--- src/rtl/bsg_pkg.sv ---
// Shared definitions for the register serializer: register addresses,
// CONTROL bit positions, CONTROL write mask and FSM state encoding.
package bsg_pkg;

  // Default register addresses on the host bus
  localparam int unsigned BSG_ADDR_CTRL = 32'h10;
  localparam int unsigned BSG_ADDR_D0   = 32'h11;
  localparam int unsigned BSG_ADDR_D1   = 32'h12;

  // CONTROL register bit positions
  localparam int CTRL_BUSY  = 0;  // read-only, word in flight
  localparam int CTRL_DONE  = 1;  // read-only, sticky, cleared by an accepted START
  localparam int CTRL_START = 2;  // write-1 to start, always reads 0
  localparam int CTRL_LOOP  = 3;  // read/write, repeat the word

  // Only START and LOOP are writable
  localparam logic [7:0] CTRL_WMASK = 8'h0C;

  // Serializer sequencing states
  typedef enum logic [1:0] {
    IDLE  = 2'd0,
    LOAD  = 2'd1,
    SHIFT = 2'd2,
    DONE  = 2'd3
  } bsg_state_t;

endpackage

--- src/rtl/bsg_tick_gen.sv ---
// Bit-rate prescaler: counts SYS_CLK cycles and raises tick for one cycle
// every CLK_DIV cycles. clear holds the count at zero so the first tick
// after clear is released lands exactly CLK_DIV cycles later.
module bsg_tick_gen #(
  parameter int CLK_DIV = 4
) (
  input  logic SYS_CLK,
  input  logic rst,
  input  logic clear,
  output logic tick
);

  localparam int PRE_W = $clog2(CLK_DIV) + 1;
  localparam logic [PRE_W-1:0] LAST = PRE_W'(CLK_DIV - 1);

  logic [PRE_W-1:0] count;

  // Tick fires on the last count of each period, never while cleared
  assign tick = !clear && (count == LAST);

  // Prescaler count: restart on clear or at the end of each bit period
  always_ff @(posedge SYS_CLK or negedge rst) begin
    if (!rst) begin
      count <= '0;
    end else if (clear || tick) begin
      count <= '0;
    end else begin
      count <= count + 1'b1;
    end
  end

endmodule

--- src/rtl/bsg_reg_serializer.sv ---
// Host-side register serializer: a valid/ready register port holding
// CONTROL, DATA_0 and DATA_1, and an FSM that shifts {DATA_1,DATA_0}
// out LSB-first, one bit every CLK_DIV cycles, optionally looping.
module bsg_reg_serializer
  import bsg_pkg::*;
#(
  parameter int          DATA_WIDTH = 8,
  parameter int          CLK_DIV    = 4,
  parameter int unsigned ADDR_CTRL  = BSG_ADDR_CTRL,
  parameter int unsigned ADDR_D0    = BSG_ADDR_D0,
  parameter int unsigned ADDR_D1    = BSG_ADDR_D1
) (
  input  logic                  SYS_CLK,
  input  logic                  rst,
  input  logic                  valid,
  output logic                  ready,
  input  logic                  wr_en,
  input  logic [DATA_WIDTH-1:0] addr_in,
  input  logic [DATA_WIDTH-1:0] data_in,
  output logic [DATA_WIDTH-1:0] rdata_out,
  output logic                  rdata_valid,
  output logic                  bsg_bit,
  output logic                  bsg_bit_valid,
  output logic                  done_pulse,
  output bsg_state_t            state_dbg
);

  localparam int WORD_W   = 2 * DATA_WIDTH;
  localparam int BITCNT_W = $clog2(WORD_W) + 1;

  localparam logic [DATA_WIDTH-1:0] A_CTRL = ADDR_CTRL[DATA_WIDTH-1:0];
  localparam logic [DATA_WIDTH-1:0] A_D0   = ADDR_D0[DATA_WIDTH-1:0];
  localparam logic [DATA_WIDTH-1:0] A_D1   = ADDR_D1[DATA_WIDTH-1:0];
  localparam logic [BITCNT_W-1:0]   LAST_BIT = BITCNT_W'(WORD_W - 1);

  // Handshake: a transfer happens on a rising edge where valid && ready.
  // wr_en, addr_in and data_in are sampled on that same edge. After every
  // transfer ready is low for exactly one cycle, so a host holding valid
  // high gets one transfer every two cycles.

  bsg_state_t            state;
  logic [DATA_WIDTH-1:0] data0;
  logic [DATA_WIDTH-1:0] data1;
  logic                  busy;
  logic                  done_flag;
  logic                  loop;
  logic [WORD_W-1:0]     shreg;
  logic [BITCNT_W-1:0]   bitcnt;
  logic                  tick;

  logic                  xfer;
  logic                  wr_xfer;
  logic                  rd_xfer;
  logic                  hit_ctrl;
  logic                  hit_d0;
  logic                  hit_d1;
  logic                  start_req;
  logic [DATA_WIDTH-1:0] ctrl_rd;
  logic [DATA_WIDTH-1:0] rd_mux;

  assign state_dbg = state;

  assign xfer     = valid && ready;
  assign wr_xfer  = xfer && wr_en;
  assign rd_xfer  = xfer && !wr_en;
  assign hit_ctrl = (addr_in == A_CTRL);
  assign hit_d0   = (addr_in == A_D0);
  assign hit_d1   = (addr_in == A_D1);

  // START request seen on the bus; only honoured from IDLE by the FSM
  assign start_req = wr_xfer && hit_ctrl &&
                     data_in[CTRL_START] && CTRL_WMASK[CTRL_START];

  // Prescaler only runs while shifting; LOAD and IDLE hold it at zero
  bsg_tick_gen #(
    .CLK_DIV (CLK_DIV)
  ) u_tick_gen (
    .SYS_CLK (SYS_CLK),
    .rst     (rst),
    .clear   (state != SHIFT),
    .tick    (tick)
  );

  // Bus turnaround: drop ready for one cycle after each accepted transfer
  always_ff @(posedge SYS_CLK or negedge rst) begin
    if (!rst) begin
      ready <= 1'b1;
    end else begin
      ready <= !xfer;
    end
  end

  // DATA registers: written any time, picked up by the shifter only at LOAD
  always_ff @(posedge SYS_CLK or negedge rst) begin
    if (!rst) begin
      data0 <= '0;
      data1 <= '0;
    end else if (wr_xfer) begin
      if (hit_d0) data0 <= data_in;
      if (hit_d1) data1 <= data_in;
    end
  end

  // CONTROL read view: START always reads 0, upper bits are 0
  always_comb begin
    ctrl_rd            = '0;
    ctrl_rd[CTRL_BUSY] = busy;
    ctrl_rd[CTRL_DONE] = done_flag;
    ctrl_rd[CTRL_LOOP] = loop;
  end

  // Read data select; unmapped addresses return 0
  always_comb begin
    rd_mux = '0;
    if (hit_ctrl)    rd_mux = ctrl_rd;
    else if (hit_d0) rd_mux = data0;
    else if (hit_d1) rd_mux = data1;
  end

  // Read return path: register the pre-edge value, pulse rdata_valid
  always_ff @(posedge SYS_CLK or negedge rst) begin
    if (!rst) begin
      rdata_out   <= '0;
      rdata_valid <= 1'b0;
    end else begin
      rdata_valid <= rd_xfer;
      if (rd_xfer) rdata_out <= rd_mux;
    end
  end

  // Serializer FSM with CONTROL flags and registered serial outputs
  always_ff @(posedge SYS_CLK or negedge rst) begin
    if (!rst) begin
      state         <= IDLE;
      busy          <= 1'b0;
      done_flag     <= 1'b0;
      loop          <= 1'b0;
      shreg         <= '0;
      bitcnt        <= '0;
      bsg_bit       <= 1'b0;
      bsg_bit_valid <= 1'b0;
      done_pulse    <= 1'b0;
    end else begin
      bsg_bit_valid <= 1'b0;
      done_pulse    <= 1'b0;

      // LOOP is writable in every state, including while busy
      if (wr_xfer && hit_ctrl) begin
        loop <= data_in[CTRL_LOOP] && CTRL_WMASK[CTRL_LOOP];
      end

      case (state)
        IDLE: begin
          if (start_req) begin
            state     <= LOAD;
            busy      <= 1'b1;
            done_flag <= 1'b0;
          end
        end

        LOAD: begin
          shreg  <= {data1, data0};
          bitcnt <= '0;
          state  <= SHIFT;
        end

        SHIFT: begin
          if (tick) begin
            bsg_bit       <= shreg[0];
            bsg_bit_valid <= 1'b1;
            shreg         <= shreg >> 1;
            bitcnt        <= bitcnt + 1'b1;
            // Loop decision uses LOOP as it stands at the last bit
            if (bitcnt == LAST_BIT) begin
              state <= loop ? LOAD : DONE;
            end
          end
        end

        DONE: begin
          done_pulse <= 1'b1;
          done_flag  <= 1'b1;
          busy       <= 1'b0;
          state      <= IDLE;
        end

        default: state <= IDLE;
      endcase
    end
  end

endmodule
--- config.mk ---
export PLATFORM = sky130hd
export DESIGN_NAME = bsg_reg_serializer
export DESIGN_NICKNAME = d
export VERILOG_FILES = /design/src/rtl/bsg_pkg.sv /design/src/rtl/bsg_tick_gen.sv /design/src/rtl/bsg_reg_serializer.sv
export SDC_FILE = /design/constraint.sdc
export NUM_CORES = 1
export LEC_CHECK = 0
export ABC_AREA = 1
export BUFFER_PORTS_ARGS = -buffer_cell sky130_fd_sc_hd__buf_4
export CAP_MARGIN = 20
export CORE_ASPECT_RATIO = 0.6
export CORE_MARGIN = 2
export CORE_UTILIZATION = 40
export DETAILED_ROUTE_END_ITERATION = 10
export PLACE_DENSITY = 0.61
export SLEW_MARGIN = 10
export SYNTH_ARGS = -nofsm -noshare
export SYNTH_HDL_FRONTEND = slang
export SYNTH_SLANG_ARGS = --single-unit
--- constraint.sdc ---
create_clock -name SYS_CLK -period 1.45 [get_ports SYS_CLK]
set_input_delay 0.3625 -clock SYS_CLK [delete_from_list [all_inputs] [get_ports SYS_CLK]]
set_output_delay 0.3625 -clock SYS_CLK [all_outputs]
set_load 0.01 [all_outputs]
* Word-level counts from Yosys, hierarchy flattened
Cells that the tools add are included.
** Operators by class
- Reduce and logical (&&, ||, !) cells :: 19
- Multiplexer cells :: 20
- Divide/modulo/power cells :: 0
- $mul :: 0
- Eq/ne operators :: 12
- Shifts and indexed selects :: 0
- $lt $le $gt $ge :: 0
- Add/sub/neg operators :: 2
- Bitwise logic cells :: 0
** Operators with widths (count)
- $pmux W16 S2 :: 1
- $eq A8 B5 Y1 const B :: 3
- $mux W8 :: 3
- $mux W16 :: 1
- $pmux W5 S2 :: 1
- $reduce_and A2 Y1 :: 5
- $mux W2 :: 4
- $pmux W2 S4 :: 1
- $logic_and A1 B1 Y1 :: 6
- $ne A2 B2 Y1 const B :: 3
- $add A5 B1 Y5 const B :: 1
- $eq A5 B4 Y1 const B :: 1
- $mux W1 :: 5
- $mux W5 :: 1
- $eq A2 B2 Y1 const B :: 2
- $pmux W1 S2 :: 2
- $reduce_bool A2 Y1 :: 2
- $add A3 B1 Y3 const B :: 1
- $eq A3 B2 Y1 const B :: 1
- $logic_not A1 Y1 :: 3
- $mux W3 :: 1
- $reduce_and A3 Y1 :: 1
- $eq A2 B1 Y1 const B :: 1
- $logic_not A2 Y1 :: 1
- other kinds (2) :: 2
** Storage, ports and cells
- Word-level logic and storage cells :: 68
- ROM bits :: 0
- Memories kept :: 0
- Bits in writable memories :: 0
- Latch bits :: 0
- Output and inout bits :: 15
- Register bits :: 58

* Logic depth before layout (Yosys ltp)
Gate-level depths: netlist of run 1.
- Depth in word-level cells :: 6
- Mapped depth :: 9

* Cells and area by module
Synthesis of run 1 repeated with hierarchy kept, for this count alone.
** Second synthesis, totals
- Cells, all modules :: 318
- Area total of the unflattened synthesis :: 2722.6 um^2
** Modules (own cells, without submodules)
- bsg_reg_serializer :: seq. area each 1377.6 um^2, instances 1, area each 2586.2 um^2, cells each 304
- bsg_tick_gen :: seq. area each 75.1 um^2, instances 1, area each 136.4 um^2, cells each 14

* Least setup slack after synthesis of run 1
No wires, ideal clock.
- Path kind :: register to register
- From :: register u_tick_gen.count[0]
- To :: register shreg[2]
- Stages on the path, launching flop included :: 10
- Buffers on the path :: 1
- Library setup time :: 127 ps
- Period minus slack after synthesis :: 1463 ps
- Path slack :: -13 ps
- Arrival time :: 1337 ps
- Path through :: dfrtp_1 ha_1 ha_1 inv_1 nor2_4 inv_2 nand2_4 buf_4 o211ai_1 o21ai_1
** On the way
- Word-level cells in the longest chain between the ends :: 4
** Ends and longest elaborated chain
- start: declaration :: line bsg_tick_gen.sv:16 : logic [PRE_W-1:0] count;
- start signal: assignment :: line bsg_tick_gen.sv:28 : count <= count + 1'b1;
- $eq A3 B2 Y1 :: line bsg_tick_gen.sv:19 : assign tick = !clear && (count == LAST);
- $logic_and A1 B1 Y1 :: line bsg_tick_gen.sv:19
- $ne A2 B1 Y1 (no line)
- $reduce_and A2 Y1 (no line)
- end signal: assignment :: line bsg_reg_serializer.sv:162 : shreg <= {data1, data0};
- end signal: assignment :: line bsg_reg_serializer.sv:171 : shreg <= shreg >> 1;
- end: declaration :: line bsg_reg_serializer.sv:47 : logic [WORD_W-1:0] shreg;
Every way passes these cells.
A chain may end at the register's enable or synchronous reset.

* Final worst setup path of run 1
- From :: register u_tick_gen.count[0]
- To :: register bitcnt[1]
** On the way
- Word-level cells in the longest chain between the ends :: 4
** Ends and longest elaborated chain
- $eq A3 B2 Y1 :: line bsg_tick_gen.sv:19
- $logic_and A1 B1 Y1 :: line bsg_tick_gen.sv:19
- $ne A2 B1 Y1 (no line)
- $reduce_and A2 Y1 (no line)
- end signal: assignment :: line bsg_reg_serializer.sv:172 : bitcnt <= bitcnt + 1'b1;
- end: declaration :: line bsg_reg_serializer.sv:48 : logic [BITCNT_W-1:0] bitcnt;
Every way passes these cells.

==> impl_metrics.toml, run 1 <==
[drt]
avgRoutedWirePerCell_um = 13.66
wirelength_um = 6173
viasPerCell = 4.799
drtAntennaViolNets = 0
route.top_layer_used = "met4"
drc_errors = 0
met3WireLength_um = 472
drtIter0Drc = 90
wl_met2_um = 2444
num_vias = 2169
met1_length_um = 3189
drt-pass1-iter-count = 4

[finish]
antennaDiodeCount = 0
area_growth_pct = 31.53
final_cell_count_no_fill = 452
final_cell_area_um2 = 3533
fin_nets = 384
fillers = 623
drive_gt1_share_pct = 30.41

[worst_setup_path]
crit_path_start_kind = "flip-flop"
cp.required_ps = 1680
crit_fanout = 8
slowest_stage = "dfrtp_1"
worst_setup_path_end_kind = "flip-flop"
r2r_cells = 8
max_stage_delay_ps = 380
worstPathArrival_ps = 1650
path_cells = "ha_4 > ha_4 > inv_2 > nor2_4 > clkinv_4 > nand2_8 > inv_4 > a22o_1"
endpoint = "bitcnt[1]"
r2r_slack_ps = 40
crit_path_start = "u_tick_gen.count[0]"
worstReg2RegEnd = "bitcnt[1]"
timing.critical_path.buf_inv = 3
path_common_cell = "ha_4"
worstReg2RegStart = "u_tick_gen.count[0]"
path_delay_family = "flip-flops"
cp.depth = 8
crit_type = "reg2reg"

[place]
dp_hpwl_um = 4153
gp_congestion = 0.7432
placed_area_um2 = 3142
place_inst = 430
pre_cts_slack_ps = -103.1
port_buffers = 34

[synthesis]
yosys-mux-area-fraction_pct = 0
netlist_instances = 301
async_reset_ff_share_pct = 100.0
yosys.area_share.xor_xnor_pct = 0.3260
synth.distinct_cells = 26
synth.largest_area_cell = "dfrtp_1"
yosys_most_used_dff = "dfrtp_1"
synth.most_common_cell = "nand2_1"
synth_compound_area_share_pct = 13.97
synth-simple-area-share_pct = 21.75
yosysSeqAreaShare_pct = 54.08
yosys-top-cells-count = "nand2_1, dfrtp_1, inv_1"
synth_fa_ha_area_share_pct = 1.863
ys_seq_elements = 58
synth_top_family_by_area = "simple AND/OR/NAND/NOR gates"
synth_edf_count = 0
syn_nets = 325
synth.area.top_cells = "dfrtp_1, nand2_1, inv_1"
post-synth-top-area-fraction_pct = 53.10
avgSynthCellArea_um2 = 8.925
synthesis.area_um2 = 2686
ys_warn_count = 0

[power]
peakVddDrop_uv = 396.7
p_per_area_nw_per_um2 = 1042
leakagePower_nw = 1.881

[worst_hold_path]
hold_path_class = "in2reg"

[sta]
report.final.hold_viol_count = 0
fmax_ghz = 0.7068
finClkSkew_ps = 8.013
whs_ps = 299.9
finalWorstSetupSlack_ps = 35.15
maxSlewHeadroom_pct = 79.71
post-route-period-util_pct = 97.58
slew_violations = 0
worstMarginPinSlew_ps = 303.9
period_minus_slack_ps = 1415
grt_setup_unrepaired = "true"
finalSetupViolations = 0
timing.setup.tns_ps = 0

[die]
io_pins = 35
die_h_um = 67.48
die_x_um = 109.8
core_um2 = 6590
die_area_um2 = 7409
rows = 23
initial_utilization_pct = 40.76

[clocking]
cts_sinks = 58
cts_made_buffers = 9
cts_root_buffer = "clkbuf_8"
clk_pin_slew_ps = 70
cts_tree = "built"
clock_path_buffers = 2
htree_levels = 3
clk_latency_ps = 350

[global_routing]
grt_pass1_wl_um = 10170
overflow = 0
grt_max_degree = 31
grt_pass1_vias = 2046
grt_util_all_layers_pct = 18.82
antenna_found_initial = 0

[outcome]
outcome = "complete, no violations"

[run]
maxCapViolations = 0
==> metrics by stage <==
stage / utilization (%) / power (W)
after CTS: 52.40 / 0.003718
after detailed placement: 47.67 / 0.001839
after global routing: 53.62 / 0.003802
final: 53.62 / 0.003681
after global placement: 47.67 / 0.001837
after floorplan: - / 0.001724
==> power by group <==
part / total, W / switching (W) / internal [W]
logic: 0.000162 / 0.0000934 / 0.0000689
clock network: 0.00187 / 0.000644 / 0.00123
registers: 0.00165 / 0.0000132 / 0.00163
==> layout make-up <==
class	instances	area, um^2	share of cell area [%]
Inverter	43	171.4	4.851
Timing Repair Buffer	53	446.7	12.64
Clock inverter	5	100.1	2.833
Clock buffer	11	151.4	4.285
Multi-Input combinational cell	195	1102	31.20
Tap cell	87	108.9	3.081
Sequential cell	58	1453	41.11
==> cell families (layout without fill, tap and decap cells) <==
| family | count (synthesis) | in the layout |
|---|---|---|
| fa+ha+maj | 4 | 4 |
| xor+xnor | 1 | 1 |
| buf+inv | 51 | 112 |
| compound gates | 57 | 57 |
| simple gates | 130 | 133 |
| flops | 58 | 58 |
==> registers in the layout, indices dropped and copies added, names as in the netlist <==
name              count
rdata_valid           1
busy                  1
state_dbg             2
bitcnt                5
rdata_out             8
loop                  1
bsg_bit               1
u_tick_gen.count      3
shreg                16
done_flag             1
ready                 1
bsg_bit_valid         1
data0                 8
done_pulse            1
data1                 8
==> repair_timing <==
item,4_1_cts,5_1_grt
hold buffers,1,0
pin swaps,2,8
buffers inserted,0,1
gates cloned,3,1
endpoints found under the hold margin,19,0
gates resized for setup,5,12
endpoints found under the setup margin,19,23
==> per-layer routing <==
metal,vias to the layer above,track usage [%]
li1,1086,-
met4,0,4.747
met1,1014,28.79
met5,-,0
met2,60,24.69
met3,9,6.757
==> how the worst min path moves through the flow <==
stage	start	end	slack, ps	depth (start not counted)
floorplan	rst	bitcnt[0]	70	0
global placement	rst	bsg_bit	270	1
detailed placement	rst	bsg_bit	270	1
CTS	valid	ready	290	3
global route	valid	ready	300	3
finish	data_in[5]	data0[5]	300	3
==> cell usage in the layout, fill, tap and decap left out, types with 3 or more instances in the layout <==
cell type  count
nand2_4        4
nor2_1         9
nand3_1       11
inv_1         34
nor2_2         6
buf_4         48
dfrtp_1       57
nand2_1       94
o211ai_1      15
bufinv_16      3
o21ai_2       12
clkbuf_8      11
inv_2          6
o21ai_1       26
==> worst reg2reg max path, cell delays in order, from the launching register on <==
cell	delay, ps
dfrtp_1	380
ha_4	150
ha_4	120
inv_2	40
nor2_4	120
clkinv_4	150
nand2_8	120
inv_4	40
a22o_1	170
Note: power is estimated with default switching activity, not from simulation.
==> run 2, diff against run 1 <==
- CORE_UTILIZATION: 40 -> 51
- PLACE_DENSITY: 0.61 -> 0.75
==> run 2 against run 1 <==
  * Critical path depth is 1 lower
  * Via count is 1.2% lower
  * Utilization is 12 points higher
  * Largest power group is now registers
==> impl_metrics.toml, run 2 (same netlist as run 1, synthesis figures left out) <==
[place]
port_buffers = 34
dp_hpwl_um = 3949
place_inst = 405
placed_area_um2 = 3085
gp_congestion = 0.8103

[clocking]
clk_latency_ps = 330
cts_sinks = 58
clock_path_buffers = 2
cts_tree = "built"
cts_root_buffer = "clkbuf_8"
cts_made_buffers = 9
clk_pin_slew_ps = 60
htree_levels = 3

[power]
p_sw_w = 0.0006882
p_per_area_nw_per_um2 = 925.4
power_frac_seq_pct = 53.0
peakVddDrop_uv = 547.1
intPower_w = 0.002416
switching_share_pct = 22.17
pwr-share-comb_pct = 5.1
leakagePower_nw = 1.797
power.clock.fraction_pct = 41.9

[finish]
postLayoutCoreUtil_pct = 66.03
drive_gt1_share_pct = 27.58
final_cell_mix = "nand2_1, dfrtp_1, buf_4"
largest_reg_flops = 16
area_growth_pct = 24.87
largest_register = "shreg"
final_cell_count_no_fill = 425
fillers = 411
fin_nets = 378
mostFrequentLayoutCell = "nand2_1"
final_cell_area_um2 = 3354
antennaDiodeCount = 0

[global_routing]
grt_max_degree = 31
grt_pass1_vias = 2016
overflow = 0
antenna_found_initial = 0
grt_pass1_wl_um = 9673
grt_util_all_layers_pct = 22.04

[sta]
finClkSkew_ps = 6.515
grt_setup_unrepaired = "true"
maxSlewHeadroom_pct = 76.95
fmax_ghz = 0.7152
timing.setup.tns_ps = 0
worstMarginPinSlew_ps = 345.7
slew_violations = 0
post-route-period-util_pct = 96.42
period_minus_slack_ps = 1398
finalSetupViolations = 0
report.final.hold_viol_count = 0

[worst_setup_path]
worstPathArrival_ps = 1610
crit_path_start_kind = "flip-flop"
cp.required_ps = 1670
crit_fanout = 3
worst_setup_path_end_kind = "flip-flop"
crit_type = "reg2reg"

[die]
rows = 20
die_area_um2 = 5883
core_um2 = 5080
initial_utilization_pct = 52.88
die_x_um = 97.70
io_pins = 35
die_h_um = 60.22

[drt]
wirelength_um = 5852
drc_errors = 0
viasPerCell = 5.042
drt-pass1-iter-count = 6
avgRoutedWirePerCell_um = 13.77
drtIter0Drc = 170
drtAntennaViolNets = 0
num_vias = 2143

[outcome]
outcome = "complete, no violations"

[worst_hold_path]
hold_path_class = "in2reg"

[run]
maxCapViolations = 0
-- run 2: power by group through the flow --
| stage | combinational, W | clock (W) | sequential, W |
|---|---|---|---|
| floorplan | 0.0000519 | 0 | 0.00167 |
| global placement | 0.000155 | 0 | 0.00167 |
| detailed placement | 0.000159 | 0 | 0.00167 |
| CTS | 0.000161 | 0.00133 | 0.00164 |
| global route | 0.000176 | 0.00143 | 0.00164 |
| finish | 0.000158 | 0.00130 | 0.00165 |
-- run 2: critical path: stages, from the launching register on --
cell	delay, ps
dfrtp_1	410
ha_2	200
nand2_1	70
nor2_1	40
ha_1	190
o21a_1	210
nand3_1	110
nand2_1	60
-- run 2: metal layers --
layer / GRT usage (%) / routed length (um) / vias to the layer above
met1: 31.43 / 2969 / 999
met2: 31.82 / 2466 / 60
met4: 6.746 / 95 / 0
met5: 0 / 0 / -
li1: - / - / 1075
met3: 7.836 / 321 / 9
-- run 2: path summary, 6_finish.rpt --
path | cells past startpoint | start | slack [ps] | endpoint
worst max-delay path | 7 | bitcnt[1] | 50 | state_dbg[1]
worst min-delay path | 2 | valid | 240 | ready
worst max register to register | 7 | bitcnt[1] | 50 | state_dbg[1]
worst min register to register | 2 | done_flag | 470 | done_flag
max in group asynchronous | 3 | rst | 490 | rdata_out[7]
min in group asynchronous | 2 | rst | 480 | u_tick_gen.count[1]
-- run 2: layout make-up --
cell class / count / area [um^2] / area share, %
multi-input combinational: 194 / 1089 / 32.45
inverter: 43 / 168.9 / 5.035
clock buffer: 16 / 170.2 / 5.073
tap: 66 / 82.58 / 2.462
timing repair buffer: 48 / 391.6 / 11.67
sequential: 58 / 1453 / 43.30
-- run 2: timing repair --
item	4_1_cts	5_1_grt
resized for setup	3	11
hold buffers	1	0
endpoints found under the setup margin	19	20
gates cloned	1	1
setup buffers	0	1
endpoints found under the hold margin	22	0
pin swaps	0	7
-- run 2: per-stage QoR --
stage          setup slack (ps)  power (W)  hold slack [ps]
2_1_floorplan             10.24   0.001724            66.91
3_3_place_gp             -16.93   0.001829            294.0
3_5_place_dp             -71.22   0.001832            294.3
4_1_cts                   12.87   0.003139            217.7
5_1_grt                  -12.79   0.003253            222.5
6_report                  51.85   0.003104            238.1
